### src/rtl/mult_pkg.sv
// Shared types and constants for the sequential Booth multiplier.
package mult_pkg;

   typedef enum logic [1:0] {
      IDLE = 2'd0,
      RUN  = 2'd1,
      DONE = 2'd2
   } state_t;

   // Radix-2 Booth codes seen in the two low product bits.
   localparam logic [1:0] BOOTH_ADD = 2'b01;
   localparam logic [1:0] BOOTH_SUB = 2'b10;

   // Operand width after sign/zero extension; one extra bit lets unsigned
   // operands be treated as positive two's-complement values.
   function automatic int unsigned ext_width(input int unsigned width);
      return width + 1;
   endfunction

endpackage

### src/rtl/booth_mult_if.sv
// Start/Busy/Done handshake and operand/result bus of the Booth multiplier.
interface booth_mult_if #(
   parameter int unsigned WIDTH = 32
);
   logic             Start;
   logic             Signed;
   logic [WIDTH-1:0] MultA;
   logic [WIDTH-1:0] MultB;
   logic             Busy;
   logic             Done;
   logic [WIDTH-1:0] Hi;
   logic [WIDTH-1:0] Lo;

   modport master (
      output Start, Signed, MultA, MultB,
      input  Busy, Done, Hi, Lo
   );

   modport slave (
      input  Start, Signed, MultA, MultB,
      output Busy, Done, Hi, Lo
   );
endinterface

### src/rtl/booth_step.sv
// One radix-2 Booth iteration: conditional add/subtract, then arithmetic shift.
module booth_step
   import mult_pkg::*;
#(
   parameter int unsigned E = 33
) (
   input  logic [2*E:0] i_p,
   input  logic [E-1:0] i_a,
   input  logic [E-1:0] i_s,
   output logic [2*E:0] o_p_c
);

   logic [2*E:0] w_sum;

   // Add +A or -A aligned to the top E bits depending on the Booth pair.
   always_comb begin
      w_sum = i_p;
      case (i_p[1:0])
         BOOTH_ADD: w_sum = i_p + {i_a, {(E+1){1'b0}}};
         BOOTH_SUB: w_sum = i_p + {i_s, {(E+1){1'b0}}};
         default:   w_sum = i_p;
      endcase
   end

   // Arithmetic shift right: replicate the sign bit.
   assign o_p_c = {w_sum[2*E], w_sum[2*E:1]};

endmodule

### src/rtl/booth_mult.sv
// Sequential radix-2 Booth multiplier, signed/unsigned, fixed WIDTH+2 latency.
module booth_mult
   import mult_pkg::*;
#(
   parameter int unsigned WIDTH = 32
) (
   input  logic         Clk,
   input  logic         Reset_n,
   booth_mult_if.slave  bus
);

   localparam int unsigned E  = ext_width(WIDTH);
   localparam int unsigned PW = 2*E + 1;
   localparam int unsigned CW = $clog2(WIDTH + 2);
   localparam logic [CW-1:0] CNT_LAST = CW'(E - 1);

   state_t          r_state, w_state_nxt;
   logic [CW-1:0]   r_cnt,   w_cnt_nxt;
   logic [PW-1:0]   r_p,     w_p_nxt;
   logic [E-1:0]    r_a,     w_a_nxt;
   logic [E-1:0]    r_s,     w_s_nxt;
   logic            r_busy,  w_busy_nxt;
   logic            r_done,  w_done_nxt;
   logic [WIDTH-1:0] r_hi,   w_hi_nxt;
   logic [WIDTH-1:0] r_lo,   w_lo_nxt;

   logic [E-1:0]    w_a_ext;
   logic [E-1:0]    w_b_ext;
   logic [PW-1:0]   w_p_step;

   // Extend operands by one bit: sign bit in signed mode, zero otherwise.
   assign w_a_ext = {bus.Signed & bus.MultA[WIDTH-1], bus.MultA};
   assign w_b_ext = {bus.Signed & bus.MultB[WIDTH-1], bus.MultB};

   booth_step #(.E(E)) u_step (
      .i_p   (r_p),
      .i_a   (r_a),
      .i_s   (r_s),
      .o_p_c (w_p_step)
   );

   // State register.
   always_ff @(posedge Clk or negedge Reset_n) begin
      if (!Reset_n) r_state <= IDLE;
      else          r_state <= w_state_nxt;
   end

   // Next-state, datapath and output next values.
   always_comb begin
      w_state_nxt = r_state;
      w_cnt_nxt   = r_cnt;
      w_p_nxt     = r_p;
      w_a_nxt     = r_a;
      w_s_nxt     = r_s;
      w_busy_nxt  = r_busy;
      w_done_nxt  = 1'b0;
      w_hi_nxt    = r_hi;
      w_lo_nxt    = r_lo;
      case (r_state)
         IDLE: begin
            if (bus.Start) begin
               w_a_nxt     = w_a_ext;
               w_s_nxt     = ~w_a_ext + E'(1);
               w_p_nxt     = {{E{1'b0}}, w_b_ext, 1'b0};
               w_cnt_nxt   = '0;
               w_busy_nxt  = 1'b1;
               w_state_nxt = RUN;
            end
         end
         RUN: begin
            w_p_nxt   = w_p_step;
            w_cnt_nxt = r_cnt + CW'(1);
            if (r_cnt == CNT_LAST) w_state_nxt = DONE;
         end
         DONE: begin
            w_hi_nxt    = r_p[2*WIDTH:WIDTH+1];
            w_lo_nxt    = r_p[WIDTH:1];
            w_done_nxt  = 1'b1;
            w_busy_nxt  = 1'b0;
            w_state_nxt = IDLE;
         end
         default: w_state_nxt = IDLE;
      endcase
   end

   // Datapath and registered outputs.
   always_ff @(posedge Clk or negedge Reset_n) begin
      if (!Reset_n) begin
         r_cnt  <= '0;
         r_p    <= '0;
         r_a    <= '0;
         r_s    <= '0;
         r_busy <= 1'b0;
         r_done <= 1'b0;
         r_hi   <= '0;
         r_lo   <= '0;
      end else begin
         r_cnt  <= w_cnt_nxt;
         r_p    <= w_p_nxt;
         r_a    <= w_a_nxt;
         r_s    <= w_s_nxt;
         r_busy <= w_busy_nxt;
         r_done <= w_done_nxt;
         r_hi   <= w_hi_nxt;
         r_lo   <= w_lo_nxt;
      end
   end

   assign bus.Busy = r_busy;
   assign bus.Done = r_done;
   assign bus.Hi   = r_hi;
   assign bus.Lo   = r_lo;

endmodule

### src/flat_wrapper.sv
// flat-port wrapper written by rule: the top's interface ports become plain ports
module booth_mult_flat import mult_pkg::*;
#(
   parameter int unsigned WIDTH = 32
)
  (Clk, Reset_n, bus_Start, bus_Signed, bus_MultA, bus_MultB, bus_Busy, bus_Done, bus_Hi, bus_Lo);
  booth_mult_if #(.WIDTH(WIDTH)) bus_i ();
  input  logic Clk;
  input  logic Reset_n;
  input wire logic [$bits(bus_i.Start)-1:0] bus_Start;
  input wire logic [$bits(bus_i.Signed)-1:0] bus_Signed;
  input wire logic [$bits(bus_i.MultA)-1:0] bus_MultA;
  input wire logic [$bits(bus_i.MultB)-1:0] bus_MultB;
  output wire logic [$bits(bus_i.Busy)-1:0] bus_Busy;
  output wire logic [$bits(bus_i.Done)-1:0] bus_Done;
  output wire logic [$bits(bus_i.Hi)-1:0] bus_Hi;
  output wire logic [$bits(bus_i.Lo)-1:0] bus_Lo;
  assign bus_i.Start = bus_Start;
  assign bus_i.Signed = bus_Signed;
  assign bus_i.MultA = bus_MultA;
  assign bus_i.MultB = bus_MultB;
  assign bus_Busy = bus_i.Busy;
  assign bus_Done = bus_i.Done;
  assign bus_Hi = bus_i.Hi;
  assign bus_Lo = bus_i.Lo;
  booth_mult #(.WIDTH(WIDTH)) u_core (.Clk(Clk), .Reset_n(Reset_n), .bus(bus_i));
endmodule
### config.mk
export PLATFORM = sky130hd
export DESIGN_NAME = booth_mult_flat
export DESIGN_NICKNAME = d
export VERILOG_FILES = /design/src/rtl/mult_pkg.sv /design/src/rtl/booth_mult_if.sv /design/src/rtl/booth_step.sv /design/src/rtl/booth_mult.sv /design/src/flat_wrapper.sv
export SDC_FILE = /design/constraint.sdc
export NUM_CORES = 1
export LEC_CHECK = 0
export ABC_CLOCK_PERIOD_IN_PS = 11540
export BUFFER_PORTS_ARGS = -buffer_cell sky130_fd_sc_hd__buf_2
export CORE_MARGIN = 2
export CORE_UTILIZATION = 30
export DETAILED_ROUTE_END_ITERATION = 10
export PLACE_DENSITY = 0.51
export SYNTH_ARGS = -nofsm -noshare
export SYNTH_HDL_FRONTEND = slang
export SYNTH_SLANG_ARGS = --single-unit
export TNS_END_PERCENT = 1
### constraint.sdc
create_clock -name Clk -period 11.54 [get_ports Clk]
set_clock_uncertainty 0.1 [all_clocks]
set_input_delay 2.308 -clock Clk [delete_from_list [all_inputs] [get_ports Clk]]
set_output_delay 2.308 -clock Clk [all_outputs]
set_load 0.005 [all_outputs]
==> flow_metrics.env, run 1 <==
export IMPL_status="complete, no violations"
export IMPL_worstPathMaxFanout=6
export IMPL_drt_wl_total_um=28800
export IMPL_critPathBufInv=2
export IMPL_start_util_pct=30.6
export IMPL_cp_cell_sequence="buf_2 -> inv_1 -> ha_1 -> or4b_4 -> or4_4 -> nand2b_4 -> nor3_4 -> or3b_4 -> nor3_2 -> xor2_1 -> o21ai_1"
export IMPL_finalHoldViolations=0
export IMPL_slew_viol_final=0
export IMPL_synth_area_um2=10900
export IMPL_layout_drive_gt1_share_pct=27.8
export IMPL_synth_fp_nets=1168
export IMPL_via_per_inst=5.08
export IMPL_die_h_um=195
export IMPL_cts_resized=0
export IMPL_seq_area_frac_synth_pct=46.9
export IMPL_dieArea_um2=38000
export IMPL_fin_ws_ps=6790
export IMPL_drt_iter0_markers=395
export IMPL_grt_pass1_wl_um=46800
export IMPL_whs_ps=370
export IMPL_clock_fmax_mhz=211
export IMPL_core_area_um2=35700
export IMPL_clock_latency_ps=530
export IMPL_postSynthAreaPerCell_um2=10.3
export IMPL_end_kind="register"
export IMPL_portBuffers=133
export IMPL_ys_warnings_count=0
export IMPL_power_leakage_nw=5.86
export IMPL_rows=69
export IMPL_ctsRootBufferMaster="clkbuf_16"
export IMPL_grt_max_degree=100
export IMPL_pin_count=134
export IMPL_min_period_ps=4750
export IMPL_placed_cell_area_um2=12000
export IMPL_grt_pass1_vias=8315
export IMPL_setup_viol_count_final=0
export IMPL_ys_flop_type="dfrtp_1"
export IMPL_max_slew_worst_pin_slew_ps=1010
export IMPL_mostFrequentLayoutCells="dfrtp_1 (205), buf_2 (132), mux2_2 (125)"
export IMPL_place_congestion=0.817
export IMPL_cts_setup_buffers=0
export IMPL_cts_buffers_inserted=26
export IMPL_synthCells=1062
export IMPL_crit_family="simple AND/OR/NAND/NOR gates"
export IMPL_dr_pass1_iters=5
export IMPL_rsz0062_at_grt="no"
export IMPL_area_growth_synth_to_final_pct=18.4
export IMPL_clk_pin_slew_worst_paths_ps=60
export IMPL_cts_hold_buf=0
export IMPL_layout_commonest_cell="dfrtp_1"
export IMPL_hp_class="register to register"
export IMPL_power_density_nw_per_um2=313
export IMPL_grt_usage_pct=15.1
export IMPL_drc=0
export IMPL_synth_seq_cells=205
export IMPL_fin_crit_sh_pct=41.1
export IMPL_synth_edf_count=0
export IMPL_fillCellCount=3626
export IMPL_fin_area_um2=13000
export IMPL_slew_headroom_pct=32.8
export IMPL_cts_path_max_buffers=3
export IMPL_ir_worst_vdd_v=0.000114
export IMPL_cts_tree="done"
export IMPL_path_class="input pin to register"
export IMPL_hpwl_um=19700
export IMPL_dp_slack_ps=6230
export IMPL_overflow=0
export IMPL_antenna_left=0
export IMPL_ys_async_sr_fraction_pct=100
export IMPL_nNetsFinal=1274
export IMPL_ys_types=63
export IMPL_num_vias=8384
export IMPL_htree_levels=1
export IMPL_avgRoutedWirePerCell_um=17.4
export IMPL_cp_slowest_cell="or4_4"
export IMPL_startpoint_type="input pin"
export IMPL_die_x_um=195
export IMPL_arrival_ps=5020
export IMPL_max_stage_delay_ps=590
export IMPL_maxCapViolCount=0
export IMPL_antenna_found_initial=3
export IMPL_finalSetupTns_ps=0
export IMPL_cp_data_required_time_ps=11810
export IMPL_cts_num_sinks=205
-- state kept, by name, indices dropped and copies added, names as in the netlist --
register,cells
u_core.r_state,2
u_core.r_s,33
u_core.bus.Hi,32
u_core.r_a,32
u_core.bus.Busy,1
u_core.bus.Done,1
u_core.bus.Lo,32
u_core.r_cnt,6
u_core.r_p,66
-- final timing paths --
| path | start | to | slack [ps] | depth (start not counted) |
|---|---|---|---|---|
| worst max-delay path | bus_MultA[1] | u_core.r_s[30] | 6790 | 11 |
| worst min-delay path | u_core.r_s[11] | u_core.r_s[11] | 370 | 2 |
| worst min register to register | u_core.r_s[11] | u_core.r_s[11] | 370 | 2 |
| min in group asynchronous | Reset_n | u_core.bus.Lo[7] | 1680 | 1 |
| worst max register to register | u_core.r_p[1] | u_core.r_p[64] | 7250 | 12 |
| max in group asynchronous | Reset_n | u_core.bus.Lo[30] | 8270 | 2 |
-- cells by family (layout without fill, tap and decap cells) --
logic type / after synthesis / count (layout) / synth area share [%]
muxes: 130 / 130 / 13.3
and+or+nand+nor: 241 / 241 / 11.2
DFF: 205 / 205 / 46.9
xor gates and xnor gates: 54 / 54 / 4.32
other: 0 / 3 / 0
buffers and inverters: 83 / 209 / 2.93
adders and majority gates: 38 / 38 / 4.42
AOI/OAI and AO/OA: 311 / 311 / 16.9
-- area by class of cell --
cell class	count	area (µm²)	share of cell area [%]
multi-input cells	774	5510	42.6
flip-flops and latches	205	5130	39.6
clock buffers	36	759	5.86
repair buffers	144	758	5.85
well taps	461	577	4.45
clock inverters	12	143	1.10
inverters	17	63.8	0.493
diodes	3	7.51	0.0580
-- worst reg2reg max path: cells and delay by family (launching register included) --
family | cells | cell delay [ps]
adders and majority gates | 2 | 460
AOI/OAI and AO/OA | 6 | 2050
DFF | 1 | 420
and+or+nand+nor | 2 | 320
buffers and inverters | 1 | 440
muxes | 1 | 440
-- metrics by stage --
stage	util, %	cells	total power [mW]
final	36.2	1652	4.06
after global routing	36.2	1649	4.41
after CTS	36.2	1649	4.11
after detailed placement	33.7	1601	3.24
after global placement	33.7	1601	3.22
after floorplan	-	1062	2.66
-- cell usage after synthesis (3+ instances only) --
master | n | area, µm²
a211oi_1 | 3 | 22.5
a21o_1 | 16 | 120
a21oi_1 | 79 | 395
a22oi_1 | 54 | 405
a31oi_1 | 7 | 43.8
and2_1 | 6 | 37.5
clkbuf_1 | 63 | 236
dfrtp_1 | 205 | 5130
ha_1 | 37 | 463
inv_1 | 17 | 63.8
mux2_2 | 125 | 1410
mux2i_1 | 5 | 50.1
nand2_1 | 85 | 319
nand2b_1 | 5 | 31.3
nand3_1 | 15 | 75.1
nand4_1 | 8 | 50.1
nor2_1 | 42 | 158
nor2b_1 | 37 | 231
nor3_1 | 10 | 50.1
nor4_1 | 9 | 56.3
o21ai_0 | 107 | 536
o21ai_1 | 15 | 75.1
o21bai_1 | 4 | 30.0
o221ai_1 | 3 | 26.3
o31ai_1 | 3 | 22.5
or3_1 | 5 | 31.3
or4_1 | 3 | 22.5
xnor2_1 | 16 | 140
xor2_1 | 38 | 333
-- where the power goes --
| part | switching [mW] | internal, mW | total, mW |
|---|---|---|---|
| Combinational | 1.08 | 0.861 | 1.94 |
| Clock | 0.319 | 0.525 | 0.844 |
| Sequential | 0.223 | 1.05 | 1.27 |
| Total | 1.62 | 2.44 | 4.06 |
-- metal layers --
layer  track usage (%)  wire length (µm)  up-vias
met2              24.3             13200      190
met3              2.72              1310       35
met1              21.2             13800     4102
li1                  -                 -     4057
met5                 0                 0        -
met4              2.86               451        0
Power figures use the tool's default switching activity.
==> run 2: changes to the inputs <==
Settings changed: ABC_CLOCK_PERIOD_IN_PS 11540 to 4400.
Clock period 11.54 ns to 4.4 ns, I/O delays scaled along.
==> flow_metrics.env, run 2 (synthesis results as in run 1) <==
export IMPL_dieArea_um2=38000
export IMPL_die_x_um=195
export IMPL_p_sw_share_pct=41.0
export IMPL_overflow=0
export IMPL_power_mw=10.5
export IMPL_seq_power_share_pct=32.3
export IMPL_path_common_cell="ha_1"
export IMPL_fin_crit_sh_pct=88.2
export IMPL_p_int_mw=6.17
export IMPL_cp_slowest_cell="a211oi_1"
export IMPL_drt_wl_total_um=29400
export IMPL_hp_class="input pin to asynchronous set/reset pin"
export IMPL_start_util_pct=30.6
export IMPL_r2r_start="u_core.r_p[1]"
export IMPL_slew_viol_final=0
export IMPL_avgRoutedWirePerCell_um=17.8
export IMPL_maxCapViolCount=0
export IMPL_antenna_left=0
export IMPL_grt_pass1_vias=8454
export IMPL_portBuffers=133
export IMPL_core_area_um2=35700
export IMPL_cts_path_max_buffers=3
export IMPL_pin_count=134
export IMPL_path_class="register to register"
export IMPL_switchingPower_mw=4.29
export IMPL_slew_headroom_pct=31.2
export IMPL_mostFrequentLayoutCells="dfrtp_1 (205), buf_2 (132), mux2_2 (125)"
export IMPL_setup_viol_count_final=0
export IMPL_ir_worst_vdd_v=0.000298
export IMPL_rsz0062_at_grt="no"
export IMPL_num_vias=8380
export IMPL_worstRegToRegCells=12
export IMPL_grt_max_degree=108
export IMPL_ctsRootBufferMaster="clkbuf_16"
export IMPL_worstPathMaxFanout=32
export IMPL_die_h_um=195
export IMPL_status="complete, no violations"
export IMPL_cp_cell_sequence="ha_1 -> buf_12 -> mux2_2 -> ha_1 -> a21oi_1 -> nand4b_1 -> a2111oi_0 -> o21ai_1 -> a211oi_1 -> o21ai_0 -> a211o_1 -> nand3_1"
export IMPL_place_congestion=0.809
export IMPL_largest_register_ffs=66
export IMPL_clkPwrFrac_pct=18.5
export IMPL_finalHoldViolations=0
export IMPL_cts_resized=0
export IMPL_layout_drive_gt1_share_pct=27.6
export IMPL_startpoint_type="register"
export IMPL_fillCellCount=3671
export IMPL_clock_latency_ps=530
export IMPL_cp_data_required_time_ps=4760
export IMPL_dr_pass1_iters=4
export IMPL_clock_fmax_mhz=258
export IMPL_grt_pass1_wl_um=47800
export IMPL_r2r_slack_ps=520
export IMPL_max_slew_worst_pin_slew_ps=1030
export IMPL_drt_iter0_markers=356
export IMPL_cts_num_sinks=205
export IMPL_crit_family="compound AO/OA/AOI/OAI gates"
export IMPL_clk_pin_slew_worst_paths_ps=60
export IMPL_via_per_inst=5.07
export IMPL_layout_commonest_cell="dfrtp_1"
export IMPL_p_comb_share_pct=49.2
export IMPL_area_growth_synth_to_final_pct=18.0
export IMPL_drc=0
export IMPL_final_instance_count_excl_fill=1653
export IMPL_placedCellCount=1608
export IMPL_htree_levels=1
export IMPL_max_stage_delay_ps=580
export IMPL_regArea_um2=5130
export IMPL_arrival_ps=4240
export IMPL_rows=69
export IMPL_largest_register="u_core.r_p"
export IMPL_cts_hold_buf=0
export IMPL_hpwl_um=20500
export IMPL_finalSetupTns_ps=0
export IMPL_cts_tree="done"
export IMPL_cts_setup_buffers=0
export IMPL_antenna_found_initial=1
export IMPL_rr_endpoint="u_core.r_p[64]"
export IMPL_power_density_nw_per_um2=811
export IMPL_power_leakage_nw=5.84
export IMPL_multiInputGateArea_um2=5510
export IMPL_min_period_ps=3880
export IMPL_grt_usage_pct=15.4
export IMPL_nNetsFinal=1280
export IMPL_critPathBufInv=1
export IMPL_end_kind="register"
export IMPL_reg_top3="u_core.r_p (66), u_core.r_s (33)"
export IMPL_cts_buffers_inserted=25
==> run 2: changes by cell type in the layout (fill, tap and decap cells not counted) <==
cell        delta
clkbuf_1       +4
buf_4          +4
bufinv_16      -3
clkinv_2       -3
inv_6          +1
buf_12         +3
clkinvlp_4     -1
diode_2        -2
clkbuf_16      -2
==> run 2: how the worst max path moves through the flow <==
stage,from,to,cells past startpoint
floorplan,u_core.r_p[0],u_core.r_p[55],14
finish,u_core.r_p[1],u_core.r_p[64],12
global route,u_core.r_p[1],u_core.r_p[64],12
global placement,u_core.r_p[1],u_core.r_p[64],12
CTS,u_core.r_p[1],u_core.r_p[64],12
detailed placement,u_core.r_p[1],u_core.r_p[64],12
==> run 2: power by group through the flow <==
stage,clock network (mW),registers (mW),logic [mW]
final,1.93,3.38,5.14
after global routing,2.09,3.51,5.82
after CTS,2.00,3.40,5.18
after detailed placement,0,3.42,5.14
after global placement,0,3.41,5.10
after floorplan,0,3.21,3.76
==> run 2: cell type report <==
type                    count  share of cell area, %
multi-input cells         774                   42.7
flip-flops and latches    205                   39.8
repair buffers            151                   6.58
clock buffers              38                   5.62
well taps                 461                   4.47
inverters                  17                  0.495
clock inverters             6                  0.301
diodes                      1                 0.0194
==> run 2: routing by layer <==
| layer | track usage (%) | wire (µm) | up-vias | part of all wire [%] |
|---|---|---|---|---|
| met5 | 0 | 0 | - | 0 |
| met4 | 2.80 | 420 | 0 | 1.4 |
| met3 | 2.57 | 1300 | 31 | 4.4 |
| met2 | 25.0 | 13500 | 159 | 46 |
| met1 | 21.9 | 14100 | 4111 | 48 |
| li1 | - | - | 4079 | - |
==> run 2: per-stage QoR <==
step | instance area [µm²] | setup WS (ps) | hold slack (ps) | utilization (%)
6_report | 12900 | 520 | 302 | 36.1
5_1_grt | 12900 | 188 | 385 | 36.1
4_1_cts | 12900 | 497 | 347 | 36.1
3_5_place_dp | 12100 | 537 | 367 | 33.9
3_3_place_gp | 12100 | 559 | 357 | 33.9
2_1_floorplan | 10900 | 706 | 344 | -
==> run 2: worst reg2reg max path: stages, from the launching register on <==
cell and delay (ps):
dfrtp_1 440, ha_1 230, buf_12 220, mux2_2 390, ha_1 270, a21oi_1 80, nand4b_1 240, a2111oi_0 450
o21ai_1 200, a211oi_1 580, o21ai_0 220, a211o_1 320, nand3_1 80
